**config.mk**
```make
export PLATFORM = sky130hd
export DESIGN_NAME = axis_pkt_arbiter
export DESIGN_NICKNAME = d
export VERILOG_FILES = /design/src/rtl/axis_pkt_arbiter.sv
export SDC_FILE = /design/constraint.sdc
export NUM_CORES = 1
export LEC_CHECK = 0
export ABC_AREA = 1
export BUFFER_PORTS_ARGS = -buffer_cell sky130_fd_sc_hd__buf_4
export CORE_AREA = 2 2 39 41
export DETAILED_ROUTE_END_ITERATION = 8
export DIE_AREA = 0 0 41 43
export SYNTH_ARGS = -nofsm -noshare
export SYNTH_HDL_FRONTEND = slang
export SYNTH_SLANG_ARGS = --single-unit
export TNS_END_PERCENT = 50
```
**constraint.sdc**
```tcl
create_clock -name aclk -period 2 [get_ports aclk]
set_clock_uncertainty 0.2 [all_clocks]
set_input_delay 0.4 -clock aclk [delete_from_list [all_inputs] [get_ports aclk]]
set_output_delay 0.4 -clock aclk [all_outputs]
set_load 0.05 [all_outputs]
```
**src/rtl/axis_pkt_arbiter.sv**
```systemverilog
// axis_pkt_arbiter: packet-aware 2:1 AXI-Stream mux select arbiter with stall watchdog
//   Ports:
//     aclk, areset        clock, synchronous active-high reset
//     in_tvalid[1:0]      tvalid of the two mux inputs
//     out_tvalid/tready   handshake at the mux output (ahead of the register slice)
//     out_tlast           tlast at the mux output
//     select              registered mux select (0 = input 0, 1 = input 1)
//     busy                packet open (state PKT), registered
//     timeout_err         sticky watchdog flag (TIMEOUT > 0 only)
//     pkt_cnt0/pkt_cnt1   per-input completed-packet counters, only with AXIS_PKT_ARBITER_PKT_CNT_EN
//   Parameters: PRIORITY_MODE (0 round-robin, 1 fixed priority), TIMEOUT (0 disables), CNT_W
module axis_pkt_arbiter #(
    parameter int PRIORITY_MODE = 0,
    parameter int TIMEOUT       = 0,
    parameter int CNT_W         = 16
) (
    input  logic             aclk,
    input  logic             areset,
    input  logic [1:0]       in_tvalid,
    input  logic             out_tvalid,
    input  logic             out_tready,
    input  logic             out_tlast,
    output logic             select,
    output logic             busy,
    output logic             timeout_err
`ifdef AXIS_PKT_ARBITER_PKT_CNT_EN
    ,
    output logic [CNT_W-1:0] pkt_cnt0,
    output logic [CNT_W-1:0] pkt_cnt1
`endif
);
    typedef enum logic {IDLE, PKT} state_t;
    localparam logic [CNT_W-1:0] TMAX = CNT_W'(TIMEOUT);
    state_t           state_q, state_d;
    logic             select_q, select_d;
    logic [CNT_W-1:0] wd_q, wd_d;
    logic             err_q, err_d;
    logic             beat, last, rr_grant, fp_grant, grant;
    assign beat     = out_tvalid && out_tready;
    assign last     = beat && out_tlast;
    assign rr_grant = in_tvalid[~select_q] ? ~select_q : select_q;
    assign fp_grant = in_tvalid[0] ? 1'b0 : in_tvalid[1] ? 1'b1 : select_q;
    assign grant    = (PRIORITY_MODE != 0) ? fp_grant : rr_grant;
    always_comb begin
        state_d  = state_q;
        select_d = select_q;
        if (last) begin
            state_d  = IDLE;
            select_d = grant;
        end else if (state_q == IDLE && beat) begin
            state_d  = PKT;
        end else if (state_q == IDLE && !in_tvalid[select_q] && in_tvalid[~select_q]) begin
            // idle and the current input has nothing to offer: hand over early
            select_d = ~select_q;
        end
        // with TIMEOUT = 0, TMAX = 0 pins the counter at zero
        wd_d  = (state_q == PKT && !beat) ? ((wd_q == TMAX) ? wd_q : wd_q + 1'b1) : '0;
        err_d = err_q || (TIMEOUT != 0 && wd_d == TMAX);
    end
    always_ff @(posedge aclk) begin
        if (areset) begin
            state_q  <= IDLE;
            select_q <= 1'b0;
            wd_q     <= '0;
            err_q    <= 1'b0;
        end else begin
            state_q  <= state_d;
            select_q <= select_d;
            wd_q     <= wd_d;
            err_q    <= err_d;
        end
    end
    assign select      = select_q;
    assign busy        = (state_q == PKT);
    assign timeout_err = err_q;
`ifdef AXIS_PKT_ARBITER_PKT_CNT_EN
    logic [CNT_W-1:0] cnt0_q, cnt1_q;
    always_ff @(posedge aclk) begin
        if (areset) begin
            cnt0_q <= '0;
            cnt1_q <= '0;
        end else if (last) begin
            if (select_q) cnt1_q <= cnt1_q + 1'b1;
            else          cnt0_q <= cnt0_q + 1'b1;
        end
    end
    assign pkt_cnt0 = cnt0_q;
    assign pkt_cnt1 = cnt1_q;
`endif
endmodule

```
==> results.sh <==
export IMPL_post_route_period_util=0.686
export IMPL_synth_seq_cells=2
export IMPL_hp_class="primary input to flip-flop"
export IMPL_fmax_mhz=729
export IMPL_yosysSeqAreaShare=0.305
export IMPL_grt_pass1_wl_um=448
export IMPL_crit_chain="buf_4"
export IMPL_status="finished clean"
export IMPL_cp_depth=1
export IMPL_rr_endpoint="select"
export IMPL_netSwitchingFraction=0.287
export IMPL_period_minus_slack_ps=1370
export IMPL_cts_tree="built"
export IMPL_vias_per_cell=3.32
export IMPL_yosysTopAreaCell="dfxtp_1"
export IMPL_cts_htree_levels=1
export IMPL_vias=156
export IMPL_setup_ws_ps=628
export IMPL_p_leak_uw=0.000125
export IMPL_clock_latency_ps=220
export IMPL_root_buffer="clkbuf_4"
export IMPL_place_ws_ps=819
export IMPL_syn_inst=21
export IMPL_setup_viol=0
export IMPL_max_cap_viol_count=0
export IMPL_clk_pin_slew_ps=30
export IMPL_cts_sinks=2
export IMPL_critPathLaunchType="flip-flop"
export IMPL_p_int_uw=126
export IMPL_n_antenna_cell=0
export IMPL_syn_area_per_cell_um2=6.26
export IMPL_timing_setup_tns_ps=0
export IMPL_crit_path_max_incr_delay_ps=340
export IMPL_dr_pass1_iters=1
export IMPL_grt_pass1_vias=150
export IMPL_finalHoldViolCount=0
export IMPL_synth_cell_types=11
export IMPL_synth_cell_area_um2=131
export IMPL_ios=10
export IMPL_drc=0
export IMPL_antenna_found_initial=0
export IMPL_wl_um=311
export IMPL_cts_buffers=3
export IMPL_ys_warn_count=0
export IMPL_slew_violations=0
export IMPL_reg2reg_from="busy"
export IMPL_clkPwrFrac=0.507
export IMPL_drive_gt1_frac=0.419
export IMPL_fin_nets=40
export IMPL_die_w_um=41
export IMPL_dieArea_mm2=0.00176
export IMPL_grt_usage=0.0440
export IMPL_utilization=0.164
export IMPL_cp_buffers_inverters=1
export IMPL_core_mm2=0.00138
export IMPL_worstPathMaxFanout=3
export IMPL_critPathArrivalTime_ps=770
export IMPL_worstSetupStartpoint="select"
export IMPL_clock_path_buffers=2
export IMPL_seqPwrFrac=0.254
export IMPL_slowest_stage="dfxtp_1"
export IMPL_powerDensity_mw_per_mm2=779
export IMPL_postCtsSetupBuffers=0
export IMPL_vdd_ir_drop_max_v=0.0000805
export IMPL_critPathTopFamily="flip-flops"
export IMPL_cts_hold_buf=0
export IMPL_synth_area_top_cells="dfxtp_1 30%, nand2_1 14%, inv_1 11%, a21oi_1 7.6%, nand3_1 7.6%"
export IMPL_syn_num_nets=28
export IMPL_r2r_setup_slack_ps=990
export IMPL_grt_max_degree=4
export IMPL_synth_top_area_share=0.305
export IMPL_die_h_um=43
export IMPL_drt_iter0_markers=0
export IMPL_p_comb_frac=0.239
export IMPL_holdPathStages=3
export IMPL_end_kind="primary output"
export IMPL_ff2ff_path_depth=5
export IMPL_cts_resized=0
export IMPL_hold_slack_ps=226
export IMPL_area_growth_pct=72.4
export IMPL_switchingPower_uw=50.6
export IMPL_required_ps=1400
export IMPL_final_common_cell="buf_4"
export IMPL_crit_end="select"
export IMPL_rsz0062_at_grt="false"
export IMPL_rows=14
export IMPL_wl_per_cell_um=6.62
export IMPL_grt_overflow=0
export IMPL_start_util=0.0949
export IMPL_path_class="flip-flop to primary output"
export IMPL_portBuffers=8
export IMPL_fillCellCount=161
export IMPL_gp_congestion=0.638
export IMPL_ant_nets=0
export IMPL_final_cell_mix="8 x buf_4, 5 x nand2_1, 4 x inv_1"
worst min path at each step:
stage	from	to	slack (ps)
floorplan	in_tvalid[1]	select	340
global route	in_tvalid[0]	select	240
CTS	in_tvalid[1]	select	220
finish	in_tvalid[1]	select	230
detailed placement	select	select	310
global placement	busy	busy	310
cells in the mapped netlist (all sizes together):
| library cell | number |
|---|---|
| nand2 | 6 |
| inv | 4 |
| dfxtp | 2 |
| nand4 | 1 |
| buf | 1 |
| nand3 | 3 |
| nor2 | 1 |
| a21oi | 2 |
| conb | 1 |
area by class of cell:
type                       count  area (µm²)  area share
clock buffer                   3        22.5      0.0994
multi-input combinational     14        68.8       0.304
timing repair buffer           8        60.1       0.265
inverter                       4        15.0      0.0663
sequential                     2        40.0       0.177
tap                           16        20.0      0.0884
flip-flops by register name (all words and copies together) (netlist names):
name    flops
select      1
busy        1
layer usage:
metal | track usage | routed length (µm)
met5 | 0 | 0
met4 | 0.0800 | 0
met3 | 0.0157 | 27
met2 | 0.0719 | 198
met1 | 0.0191 | 85
kinds of logic (layout without fill, tap and decap cells):
| logic type | after synthesis | in the layout | synth area share |
|---|---|---|---|
| and+or+nand+nor | 11 | 11 | 0.419 |
| buffers and inverters | 5 | 15 | 0.171 |
| other | 1 | 1 | 0.0285 |
| DFF | 2 | 2 | 0.305 |
| AOI/OAI and AO/OA | 2 | 2 | 0.0762 |
power groups by stage:
stage               Clock (µW)  Sequential [µW]  Combinational, µW
finish                    89.4             44.8               42.2
global route              99.1             45.3               46.1
global placement             0             45.4               41.9
CTS                       96.7             44.9               42.8
detailed placement           0             45.4               42.7
floorplan                    0             54.9               17.2
metrics by stage:
stage | power (µW) | std cells | area, µm²
5_1_grt | 190 | 47 | 226
2_1_floorplan | 72.1 | 21 | 131
3_5_place_dp | 88.1 | 44 | 204
4_1_cts | 184 | 47 | 226
6_report | 176 | 47 | 226
3_3_place_gp | 87.4 | 44 | 204
Power figures use the tool's default switching activity.
